`src/rtl/reaction_timer_ctrl_if.sv`:
```
// Handshake bundle between the reaction-timer controller and its surroundings:
// debounced keys and LFSR sample in, LFSR enable and game status out.
interface reaction_timer_ctrl_if;
  logic        start;
  logic        stop;
  logic [6:0]  rnd;
  logic        lfsr_en;
  logic        led;
  logic [13:0] time_ms;
  logic        busy;
  logic        done;
  logic        cheat;

  modport master (
    output start, stop, rnd,
    input  lfsr_en, led, time_ms, busy, done, cheat
  );

  modport slave (
    input  start, stop, rnd,
    output lfsr_en, led, time_ms, busy, done, cheat
  );
endinterface

```
`src/rtl/reaction_timer_ctrl.sv`:
```
// Reaction-time game sequencer: freezes the LFSR on start, waits a random number of ms,
// lights the LED and measures the stop press in ms, flagging presses that come too early.
module reaction_timer_ctrl #(
  parameter int unsigned TICK_DIV     = 50000,
  parameter int unsigned MIN_DELAY_MS = 1000,
  parameter int unsigned SCALE_MS     = 16
) (
  input  logic                        i_clk,
  input  logic                        i_rst,
  reaction_timer_ctrl_if.slave        if_ctrl
);

  localparam int unsigned TickW    = (TICK_DIV > 1) ? $clog2(TICK_DIV) : 1;
  localparam logic [13:0] MinDelay = 14'(MIN_DELAY_MS);
  localparam logic [13:0] Scale    = 14'(SCALE_MS);
  localparam logic [13:0] TimeMax  = 14'd9999;

  typedef enum logic [2:0] {
    StIdle,
    StArm,
    StWait,
    StReact,
    StShow,
    StCheat
  } state_e;

  state_e             r_state, w_state_d;
  logic [13:0]        r_delay_ms, w_delay_ms_d;
  logic [TickW-1:0]   r_tick_cnt, w_tick_cnt_d;
  logic               r_led, w_led_d;
  logic [13:0]        r_time_ms, w_time_ms_d;
  logic               r_busy, w_busy_d;
  logic               r_done, w_done_d;
  logic               r_cheat, w_cheat_d;

  logic               w_tick;
  logic [6:0]         w_rnd_eff;
  logic [13:0]        w_delay_load;

  assign w_tick = (r_tick_cnt == TickW'(TICK_DIV - 1));

  // An all-zero LFSR sample is its lock-up state; treat it as 1.
  assign w_rnd_eff    = (if_ctrl.rnd == 7'd0) ? 7'd1 : if_ctrl.rnd;
  assign w_delay_load = MinDelay + {7'd0, w_rnd_eff} * Scale;

  always_comb begin
    w_state_d    = r_state;
    w_delay_ms_d = r_delay_ms;
    w_tick_cnt_d = w_tick ? '0 : r_tick_cnt + 1'b1;
    w_led_d      = r_led;
    w_time_ms_d  = r_time_ms;
    w_done_d     = 1'b0;
    w_cheat_d    = r_cheat;

    unique case (r_state)
      StIdle, StShow, StCheat: begin
        if (if_ctrl.start) begin
          w_state_d   = StArm;
          w_cheat_d   = 1'b0;
          w_time_ms_d = '0;
        end
      end
      StArm: begin
        w_delay_ms_d = w_delay_load;
        w_tick_cnt_d = '0;
        w_state_d    = StWait;
      end
      StWait: begin
        // stop has priority over tick, so a press on the final tick still counts as early
        if (if_ctrl.stop) begin
          w_state_d   = StCheat;
          w_cheat_d   = 1'b1;
          w_led_d     = 1'b0;
          w_time_ms_d = '0;
        end else if (w_tick) begin
          w_delay_ms_d = r_delay_ms - 14'd1;
          if (r_delay_ms == 14'd1) begin
            w_state_d    = StReact;
            w_led_d      = 1'b1;
            w_time_ms_d  = '0;
            w_tick_cnt_d = '0;
          end
        end
      end
      StReact: begin
        if (if_ctrl.stop) begin
          w_state_d = StShow;
          w_led_d   = 1'b0;
          w_done_d  = 1'b1;
        end else if (w_tick) begin
          w_time_ms_d = (r_time_ms >= TimeMax) ? TimeMax : r_time_ms + 14'd1;
        end
      end
      default: w_state_d = StIdle;
    endcase

    w_busy_d = (w_state_d == StArm) || (w_state_d == StWait) || (w_state_d == StReact);
  end

  always_ff @(posedge i_clk) begin
    if (i_rst) begin
      r_state    <= StIdle;
      r_delay_ms <= '0;
      r_tick_cnt <= '0;
      r_led      <= 1'b0;
      r_time_ms  <= '0;
      r_busy     <= 1'b0;
      r_done     <= 1'b0;
      r_cheat    <= 1'b0;
    end else begin
      r_state    <= w_state_d;
      r_delay_ms <= w_delay_ms_d;
      r_tick_cnt <= w_tick_cnt_d;
      r_led      <= w_led_d;
      r_time_ms  <= w_time_ms_d;
      r_busy     <= w_busy_d;
      r_done     <= w_done_d;
      r_cheat    <= w_cheat_d;
    end
  end

  assign if_ctrl.lfsr_en = (r_state == StIdle) || (r_state == StShow) || (r_state == StCheat);
  assign if_ctrl.led     = r_led;
  assign if_ctrl.time_ms = r_time_ms;
  assign if_ctrl.busy    = r_busy;
  assign if_ctrl.done    = r_done;
  assign if_ctrl.cheat   = r_cheat;

endmodule

```
`src/flat_wrapper.sv`:
```
// flat-port wrapper written by rule: the top's interface ports become plain ports
module reaction_timer_ctrl_flat 
#(
  parameter int unsigned TICK_DIV     = 50000,
  parameter int unsigned MIN_DELAY_MS = 1000,
  parameter int unsigned SCALE_MS     = 16
)
  (i_clk, i_rst, if_ctrl_start, if_ctrl_stop, if_ctrl_rnd, if_ctrl_lfsr_en, if_ctrl_led, if_ctrl_time_ms, if_ctrl_busy, if_ctrl_done, if_ctrl_cheat);
  reaction_timer_ctrl_if if_ctrl_i ();
  input  logic i_clk;
  input  logic i_rst;
  input wire logic [$bits(if_ctrl_i.start)-1:0] if_ctrl_start;
  input wire logic [$bits(if_ctrl_i.stop)-1:0] if_ctrl_stop;
  input wire logic [$bits(if_ctrl_i.rnd)-1:0] if_ctrl_rnd;
  output wire logic [$bits(if_ctrl_i.lfsr_en)-1:0] if_ctrl_lfsr_en;
  output wire logic [$bits(if_ctrl_i.led)-1:0] if_ctrl_led;
  output wire logic [$bits(if_ctrl_i.time_ms)-1:0] if_ctrl_time_ms;
  output wire logic [$bits(if_ctrl_i.busy)-1:0] if_ctrl_busy;
  output wire logic [$bits(if_ctrl_i.done)-1:0] if_ctrl_done;
  output wire logic [$bits(if_ctrl_i.cheat)-1:0] if_ctrl_cheat;
  assign if_ctrl_i.start = if_ctrl_start;
  assign if_ctrl_i.stop = if_ctrl_stop;
  assign if_ctrl_i.rnd = if_ctrl_rnd;
  assign if_ctrl_lfsr_en = if_ctrl_i.lfsr_en;
  assign if_ctrl_led = if_ctrl_i.led;
  assign if_ctrl_time_ms = if_ctrl_i.time_ms;
  assign if_ctrl_busy = if_ctrl_i.busy;
  assign if_ctrl_done = if_ctrl_i.done;
  assign if_ctrl_cheat = if_ctrl_i.cheat;
  reaction_timer_ctrl #(.TICK_DIV(TICK_DIV), .MIN_DELAY_MS(MIN_DELAY_MS), .SCALE_MS(SCALE_MS)) u_core (.i_clk(i_clk), .i_rst(i_rst), .if_ctrl(if_ctrl_i));
endmodule
```
`config.mk`:
```
export PLATFORM = sky130hd
export DESIGN_NAME = reaction_timer_ctrl_flat
export DESIGN_NICKNAME = d
export VERILOG_FILES = /design/src/rtl/reaction_timer_ctrl_if.sv /design/src/rtl/reaction_timer_ctrl.sv /design/src/flat_wrapper.sv
export SDC_FILE = /design/constraint.sdc
export NUM_CORES = 1
export LEC_CHECK = 0
export ABC_AREA = 1
export CAP_MARGIN = 10
export CELL_PAD_IN_SITES_DETAIL_PLACEMENT = 1
export CELL_PAD_IN_SITES_GLOBAL_PLACEMENT = 1
export CORE_ASPECT_RATIO = 0.75
export CORE_MARGIN = 3
export CORE_UTILIZATION = 36
export DETAILED_ROUTE_END_ITERATION = 8
export MAX_ROUTING_LAYER = met4
export PLACE_DENSITY = 0.73
export SYNTH_ARGS = -nofsm -noshare
export SYNTH_HDL_FRONTEND = slang
export SYNTH_SLANG_ARGS = --single-unit
export TNS_END_PERCENT = 10
```
`constraint.sdc`:
```
create_clock -name i_clk -period 1.7 [get_ports i_clk]
set_clock_uncertainty 0.2 [all_clocks]
set_input_delay 0.255 -clock i_clk [delete_from_list [all_inputs] [get_ports i_clk]]
set_output_delay 0.255 -clock i_clk [all_outputs]
set_load 0.05 [all_outputs]
```
# [After elaboration in Yosys (flattened, before gate mapping)]
# Cells that the tools add are included.
[totals] register_bits=51 inputBits=11 output_inout_bits=19
[op_classes] n_eq_ne=19 add_sub_neg=4 n_reduce_logical=16 bitwise_logic=1 mux=32 order_cmp=1
[ops] cell="$mux W14" count=9
[ops] cell="$mux W16" count=4
[ops] cell="$pmux W14 S3" count=1
[ops] cell="$pmux W16 S2" count=1
[ops] cell="$pmux W14 S2" count=1
[ops] cell="$add A16 B1 Y16 const B" count=1
[ops] cell="$eq A16 B16 Y1 const B" count=1
[ops] cell="$mux W3" count=5
[ops] cell="$add A14 B1 Y14 const B" count=1
[ops] cell="$eq A14 B1 Y1 const B" count=1
[ops] cell="$ge A14 B14 Y1 const B" count=1
[ops] cell="$sub A14 B1 Y14 const B" count=1
[ops] cell="$add A10 B11 Y12 const A" count=1
[ops] cell="$eq A3 B2 Y1 const B" count=4
[ops] cell="$pmux W3 S4" count=1
[ops] cell="$ne A2 B2 Y1 const B" count=5
[ops] cell="$logic_not A7 Y1" count=1
[ops] cell="$mux W1" count=7
[ops] cell="$mux W7" count=1
[ops] cell="$eq A3 B1 Y1 const B" count=2
[ops] cell="$eq A3 B3 Y1 const B" count=2
[ops] cell="$ne A3 B2 Y1 const B" count=2
[ops] cell="$reduce_and A3 Y1" count=2
[ops] cell="$reduce_and A6 Y1" count=1
[ops] cell="10 further kinds" count=17

# [Longest topological paths before layout]
# Gate-level depths: netlist (run 1).
[logic_depth] depth_word=8 mapped_depth=12

# [Worst setup path after synthesis (run 1)]
# Ideal clock, no wire load.
[synth_path] path_kind="register -> register" startpoint="register u_core.r_time_ms[12], in the netlist u_core.if_ctrl.time_ms[12]" endpoint="register u_core.r_time_ms[1], in the netlist u_core.if_ctrl.time_ms[1]" path_stages_with_launch=9 setup_ns=0.114 n_path_buf=0 t_required_ns=1.386 arrival_ns=1.655 path_slack_ns=-0.269 synth_period_minus_slack_ns=1.969 path_cell_list="dfxtp_1 inv_1 nand2_1 nor2_1 a21oi_1 nand2_1 or2_2 nand3_1 nand2_1"
[synth_between] elab_chain_len=5
[synth_lines] element="from (decl)" line_no="reaction_timer_ctrl.sv:31" source="logic [13:0] r_time_ms, w_time_ms_d;"
[synth_lines] element="from (signal assigned)" line_no="reaction_timer_ctrl.sv:115" source="r_time_ms <= w_time_ms_d;"
[synth_lines] element="$ge A14 B14 Y1" line_no="reaction_timer_ctrl.sv:91" source="w_time_ms_d = (r_time_ms >= TimeMax) ? TimeMax : r_time_ms + 14'd1;"
[synth_lines] element="$mux W14" line_no="reaction_timer_ctrl.sv:91"
[synth_lines] element="$mux W14" line_no="reaction_timer_ctrl.sv:90" source="end else if (w_tick) begin"
[synth_lines] element="$mux W14" line_no="reaction_timer_ctrl.sv:86" source="if (if_ctrl.stop) begin"
[synth_lines] element="$pmux W14 S3" line_no="reaction_timer_ctrl.sv:55" source="unique case (r_state)"
# No other way between the ends. The select of a mux whose other input is x is not followed.
# A chain may end at the register's enable or synchronous reset.

# [Worst setup path in the final report (run 1)]
[layout_path] startpoint="register u_core.r_tick_cnt[0]" endpoint="register u_core.r_delay_ms[13]"
[layout_between] elab_chain_len=3
[layout_lines] element="from (decl)" line_no="reaction_timer_ctrl.sv:29" source="logic [TickW-1:0] r_tick_cnt, w_tick_cnt_d;"
[layout_lines] element="from (signal assigned)" line_no="reaction_timer_ctrl.sv:113" source="r_tick_cnt <= w_tick_cnt_d;"
[layout_lines] element="$eq A16 B16 Y1" line_no="reaction_timer_ctrl.sv:40" source="assign w_tick = (r_tick_cnt == TickW'(TICK_DIV - 1));"
[layout_lines] element="$ne A2 B1 Y1 (no line)"
[layout_lines] element="$reduce_and A3 Y1 (no line)"
[layout_lines] element="to (signal assigned)" line_no="reaction_timer_ctrl.sv:112" source="r_delay_ms <= w_delay_ms_d;"
[layout_lines] element="to (decl)" line_no="reaction_timer_ctrl.sv:28" source="logic [13:0] r_delay_ms, w_delay_ms_d;"
# No other way between the ends.

==> results of run 1 <==
==> worst max-delay path, stage by stage (launching register included) <==
cell     delay [ns]
dfxtp_2        0.36
ha_4           0.16
nand3_4        0.08
nor2_4         0.20
buf_6          0.13
nand3_4        0.09
nand2_4        0.12
buf_4          0.13
nand3_1        0.11
nand2_1        0.10
nand2_2        0.07
nor2_2         0.13
==> worst max-delay path by stage <==
stage / startpoint / endpoint / slack, ns / cells past startpoint
2_1_floorplan: u_core.if_ctrl.time_ms[6] / u_core.if_ctrl.time_ms[1] / -0.11 / 8
3_3_place_gp: if_ctrl_stop / u_core.if_ctrl.time_ms[12] / -0.23 / 11
3_5_place_dp: u_core.r_tick_cnt[1] / u_core.if_ctrl.time_ms[3] / -0.36 / 10
4_1_cts: u_core.r_tick_cnt[6] / u_core.r_delay_ms[1] / -0.13 / 11
5_1_grt: u_core.r_delay_ms[3] / u_core.r_delay_ms[5] / -0.33 / 11
6_report: u_core.r_tick_cnt[0] / u_core.r_delay_ms[13] / -0.25 / 11
==> state kept, by name, summed over array words and instances, names as in the netlist <==
name	flops
u_core.if_ctrl.busy	1
u_core.if_ctrl.cheat	1
u_core.if_ctrl.done	1
u_core.if_ctrl.led	1
u_core.if_ctrl.time_ms	14
u_core.r_delay_ms	14
u_core.r_state	3
u_core.r_tick_cnt	16
==> layout by cell type (no fill, tap or decap), types with 3 or more instances in the layout <==
| cell | n |
|---|---|
| nor2_4 | 14 |
| nand3b_1 | 3 |
| nor2_1 | 71 |
| nor3_1 | 8 |
| buf_6 | 7 |
| nand3_1 | 34 |
| o21ai_2 | 4 |
| nand2_1 | 113 |
| clkdlybuf4s50_1 | 10 |
| dfxtp_1 | 33 |
| nand4_1 | 11 |
| nor2_2 | 10 |
| buf_12 | 19 |
| clkbuf_16 | 5 |
| nand2_4 | 7 |
| o21ai_0 | 7 |
| nand3_2 | 7 |
| o21ai_1 | 12 |
| a21oi_1 | 23 |
| nand3_4 | 4 |
| ha_4 | 3 |
| dfxtp_2 | 18 |
| inv_2 | 15 |
| buf_4 | 104 |
| nand2_2 | 17 |
| inv_1 | 54 |
| xor2_1 | 9 |
==> logic make-up after synthesis <==
logic type	Yosys count	synth area share [%]
and+or+nand+nor	303	42.3
buffers and inverters	80	10.2
AOI/OAI and AO/OA	51	8.85
DFF	51	33.4
xor gates and xnor gates	11	3.15
adders and majority gates	5	2.05
==> layout make-up <==
type                    count  share of cell area, %
multi-input cells         370                   41.1
repair buffers            140                   26.6
flip-flops and latches     51                   20.7
inverters                  72                   5.49
clock buffers               6                   2.76
well taps                 105                   2.61
clock inverters             2                  0.696
==> power breakdown <==
group,switching (mW),internal (mW)
clock network,0.508,0.734
registers,0.0559,1.26
logic,0.818,0.556
==> routing by layer <==
metal / share of wire, % / track usage (%) / up-vias
li1: - / - / 1848
met4: 2.4 / 7.42 / 0
met2: 48 / 43.9 / 175
met1: 43 / 34.9 / 1999
met3: 6.7 / 5.01 / 37
met5: 0 / - / -
==> timing repair <==
item,in CTS,in global routing
setup buffers,8,7
gates cloned,1,0
pin swaps,11,28
gates resized for setup,50,76
endpoints found under the setup margin,46,42
==> through the flow <==
step / total power, mW / cell area (sq um)
after floorplan: 1.88 / 3060
after global routing: 4.07 / 5030
after detailed placement: 2.34 / 4340
final: 3.93 / 5030
after global placement: 2.30 / 4340
after CTS: 3.69 / 4750
==> flow_summary_export.csv, run 1 <==
group,metric,value,unit
floorplanning,dieArea,9640,sq um
hold_path,hp-class,"flop to flop",
timing,whs,0.255,ns
setup_path,rrSetupSlack,-0.25,ns
yosys,synth_edf_count,0,
power,ir_worst_vdd,0.000568,V
power,p_leak,2.33,nW
setup_path,end_kind,"flop",
yosys,netlist_top_cells_count,"nand2_1, nor2_1, inv_1",
global_routing,grt_pass1_vias,3990,
placement,post-place-ws,-0.365,ns
yosys,synth.most_common_cell,"nand2_1",
global_routing,grt_max_degree,16,
timing,min_period,1.95,ns
floorplanning,die_w,112,um
routing,via_count,4059,
yosys,synth_ff_type,"dfxtp_1",
job,drv_cap,0,
routing,wirelength,14500,um
floorplanning,io_pins,30,
routing,detail_route.wl_per_cell,19.5,um
timing,slew_viol_final,0,
setup_path,path_max_fanout,5,
yosys,synth_nets,517,
timing,worst_pin_slew,0.307,ns
layout,drive_gt1_share,38.2,%
floorplanning,core_area,8060,sq um
timing,timing.final.crit_share,115,%
floorplanning,die_y,85.8,um
global_routing,grtUsageTotal,27.0,%
hold_path,min_to,"u_core.if_ctrl.led",
yosys,ys_types,30,
clocking,cts_root_buf,"clkbuf_16",
placement,dpl.hpwl,8670,um
setup_path,worstPathArrival,1.98,ns
yosys,yosysTopAreaCellShare,33.4,%
routing,initialDrtViolationCount,343,
global_routing,grt.overflow.total,0,
clocking,path_clk_slew,0.07,ns
global_routing,grt_pass1_wl,20200,um
yosys,synth-async-reset-ratio,0,%
status,violations,"negative setup slack",
yosys,synth.largest_area_cell,"dfxtp_1",
floorplanning,initial_core_util,37.9,%
clocking,numCtsBuffers,5,
yosys,yosys_register_bits,51,
clocking,cts_hold_buf,0,
timing,fin_ws,-0.247,ns
timing,maxSlewHeadroom,79.4,%
placement,port_buffers,29,
routing,first_pass_iters,5,
clocking,clk_latency,0.31,ns
hold_path,hold_path_startpoint,"u_core.if_ctrl.led",
placement,gp_congestion,0.936,
layout,area_growth,64.8,%
routing,via_per_inst,5.44,
yosys,yosys_warnings,0,
setup_path,critical_path_class,"flop to flop",
layout,multiInputGateArea,2070,sq um
timing,fin_tns_setup,-4.17,ns
layout,n_fill_cell,1043,
status,status,"finished, violations left",
setup_path,r2r-end,"u_core.r_delay_ms[13]",
layout,num_antenna_cells,0,
yosys,synthCells,501,
placement,dp.cells,723,
hold_path,worstHoldPathCells,2,
setup_path,r2r_start,"u_core.r_tick_cnt[0]",
routing,postRouteAntennaNets,0,
layout,register_area,1040,sq um
timing,hold_violations,0,
clocking,cts_sinks,51,
yosys,yosysSeqAreaShare,33.4,%
layout,finalNonFillerCells,746,
layout,utilization,62.5,%
setup_path,reg2regPathDepth,11,
power,p_per_area,781,nW/um^2
clocking,cts_tree,"yes",
routing,drc,0,
layout,fin_nets,656,
setup_path,worst_ep_required_time,1.73,ns
yosys,synth_area_leaders,"dfxtp_1, nand2_1, nor2_1",
floorplanning,row_count,28,
yosys,syn_avg_cell_area,6.10,sq um
timing,rsz0062_at_grt,"yes",
clocking,htree_levels,2,
setup_path,cp-start-kind,"flop",
global_routing,antenna_found_initial,0,
timing,max_freq,514,MHz
timing,setup_viol,30,
clocking,clock_path_buffers,2,
yosys,synthesis.area,3050,sq um
(Power assumes the default switching activity.)
==> run 2: changes to the inputs <==
SLEW_MARGIN = 20   (was unset)
==> results of run 2 <==
Same layout as run 1: the final DEF is identical, and so are final timing and power.
==> run 3: changes to the inputs <==
CORE_UTILIZATION = 40   (was 36)
PLACE_DENSITY = 0.77   (was 0.73)
clock period = 1.9 ns   (was 1.7 ns; I/O delays follow)
==> run 3 against run 2 <==
Against the previous run:
- the flow now finishes without violations
- sequential share of layout area grew 5.0 points
- worst hold slack lost 0.0061 ns
- non-clock buffer count shrank 65
- critical path type unchanged
- largest cell class unchanged
==> flow_summary_export.csv, run 3 (synthesis gave the netlist of run 1 again) <==
group,metric,value,unit
floorplanning,dieArea,8730,sq um
placement,dpl.hpwl,8000,um
timing,whs,0.249,ns
routing,initialDrtViolationCount,137,
placement,gp_congestion,0.868,
placement,port_buffers,29,
power,p_seq_share,43.8,%
clocking,numCtsBuffers,5,
timing,slew_viol_final,0,
clocking,cts_tree,"yes",
job,drv_cap,0,
clocking,cts_hold_buf,0,
layout,num_antenna_cells,0,
routing,detail_route.wl_per_cell,15.0,um
setup_path,worstPathArrival,1.82,ns
clocking,cts_root_buf,"clkbuf_8",
floorplanning,core_area,7090,sq um
global_routing,met2_usage,37.3,%
floorplanning,die_y,81.7,um
global_routing,grtUsageTotal,24.6,%
layout,drive_gt1_share,22.0,%
global_routing,grt_use_met3,4.79,%
clocking,clk_latency,0.31,ns
layout,fin_nets,591,
clocking,htree_levels,2,
layout,final_common_cell,"nand2_1",
timing,maxSlewHeadroom,75.6,%
clocking,path_clk_slew,0.11,ns
timing,min_period,1.81,ns
global_routing,grt.busiest_layer,"met2",
power,p_int,1.72,mW
layout,top_register,"u_core.r_tick_cnt",
setup_path,path_max_fanout,5,
floorplanning,row_count,26,
clocking,cts_sinks,51,
power,sw_frac_of_total,36.3,%
routing,first_pass_iters,4,
hold_path,hp-class,"flop to flop",
timing,fin_tns_setup,0,ns
setup_path,critical_path_class,"flop to flop",
timing,rsz0062_at_grt,"yes",
global_routing,grt_max_degree,21,
global_routing,antenna_found_initial,0,
floorplanning,io_pins,30,
floorplanning,initial_core_util,43.1,%
timing,max_freq,554,MHz
power,power.switching,0.981,mW
timing,worst_pin_slew,0.366,ns
power,p_leak,1.90,nW
routing,via_count,3413,
power,p_per_area,673,nW/um^2
routing,drc,0,
setup_path,end_kind,"flop",
timing,setup_viol,0,
layout,largest_reg_flops,16,
routing,postRouteAntennaNets,0,
global_routing,grt_pass1_vias,3330,
power,ir_worst_vdd,0.000358,V
setup_path,worst_ep_required_time,1.92,ns
routing,wirelength,10100,um
global_routing,grt_pass1_wl,16600,um
layout,final_cell_mix,"nand2_1, nor2_1, inv_1, buf_4, nand3_1",
status,status,"finished clean",
timing,hold_violations,0,
global_routing,grtUsageMet1,34.8,%
routing,via_per_inst,5.06,
setup_path,cp-start-kind,"flop",
timing,timing.final.crit_share,95.0,%
power,power_frac_clock,24.3,%
setup_path,rrSetupSlack,0.09,ns
power,combPwrFrac,31.9,%
layout,area_growth,31.6,%
floorplanning,die_w,107,um
clocking,clock_path_buffers,2,
global_routing,grt.overflow.total,0,
==> run 3: cell count changes in the layout (fill, tap and decap cells not counted), moves of 7 or more <==
cell and delta:
nor2_1 +8, inv_2 -8, buf_4 -43, inv_1 +10, nand3_1 +8, nor2_4 -9
nand3_2 -7, nand2_1 +14, nand2_2 -12, buf_12 -16
==> run 3: area by class of cell <==
| cell class | count | area, sq um |
|---|---|---|
| tap | 98 | 123 |
| clock inverter | 3 | 22.5 |
| sequential | 51 | 1040 |
| multi-input combinational | 370 | 1870 |
| inverter | 72 | 270 |
| clock buffer | 5 | 68.8 |
| fill | 993 | 3070 |
| timing repair buffer | 75 | 629 |
==> run 3: critical path, cell delays in order, from the launching register on <==
cell     delay, ns
dfxtp_1       0.36
ha_1          0.23
inv_1         0.12
o21ai_0       0.11
nand3_1       0.16
nand2_4       0.11
or2_2         0.29
nand3_1       0.08
nand2_1       0.05
==> run 3: routing by layer <==
layer,part of all wire (%),wire length (um)
met1,50,5100
met2,43,4390
met3,5.8,582
met4,0.39,39
met5,0,0
==> run 3: final timing paths <==
| check | cells past startpoint | to | from |
|---|---|---|---|
| worst max-delay path | 8 | u_core.if_ctrl.time_ms[1] | u_core.if_ctrl.time_ms[1] |
| worst min-delay path | 2 | u_core.if_ctrl.led | u_core.if_ctrl.led |
| worst max register to register | 8 | u_core.if_ctrl.time_ms[1] | u_core.if_ctrl.time_ms[1] |
| worst min register to register | 2 | u_core.if_ctrl.led | u_core.if_ctrl.led |
==> run 3: per-stage QoR <==
| step | area [sq um] | worst slack, ns | cells | total power, mW | utilization (%) |
|---|---|---|---|---|---|
| after global routing | 4020 | -0.0291 | 674 | 2.87 | 56.7 |
| after global placement | 3750 | -0.0966 | 664 | 1.96 | 52.8 |
| final | 4020 | 0.0942 | 674 | 2.70 | 56.7 |
| after CTS | 3870 | -0.0104 | 672 | 2.66 | 54.6 |
| after floorplan | 3060 | -0.0413 | 501 | 1.68 | - |
| after detailed placement | 3750 | -0.149 | 664 | 1.99 | 52.8 |
==> run 3: power groups by stage <==
stage	clock network, mW	logic (mW)	registers (mW)
after floorplan	0	0.478	1.21
after global placement	0	0.771	1.19
after detailed placement	0	0.796	1.19
after CTS	0.679	0.813	1.17
after global routing	0.729	0.953	1.19
final	0.658	0.863	1.18
==> run 3: repair_timing <==
item	in CTS	in global routing
setup endpoints to repair	20	34
gates cloned	0	0
pin swaps	0	4
buffers inserted	0	2
resized for setup	9	44
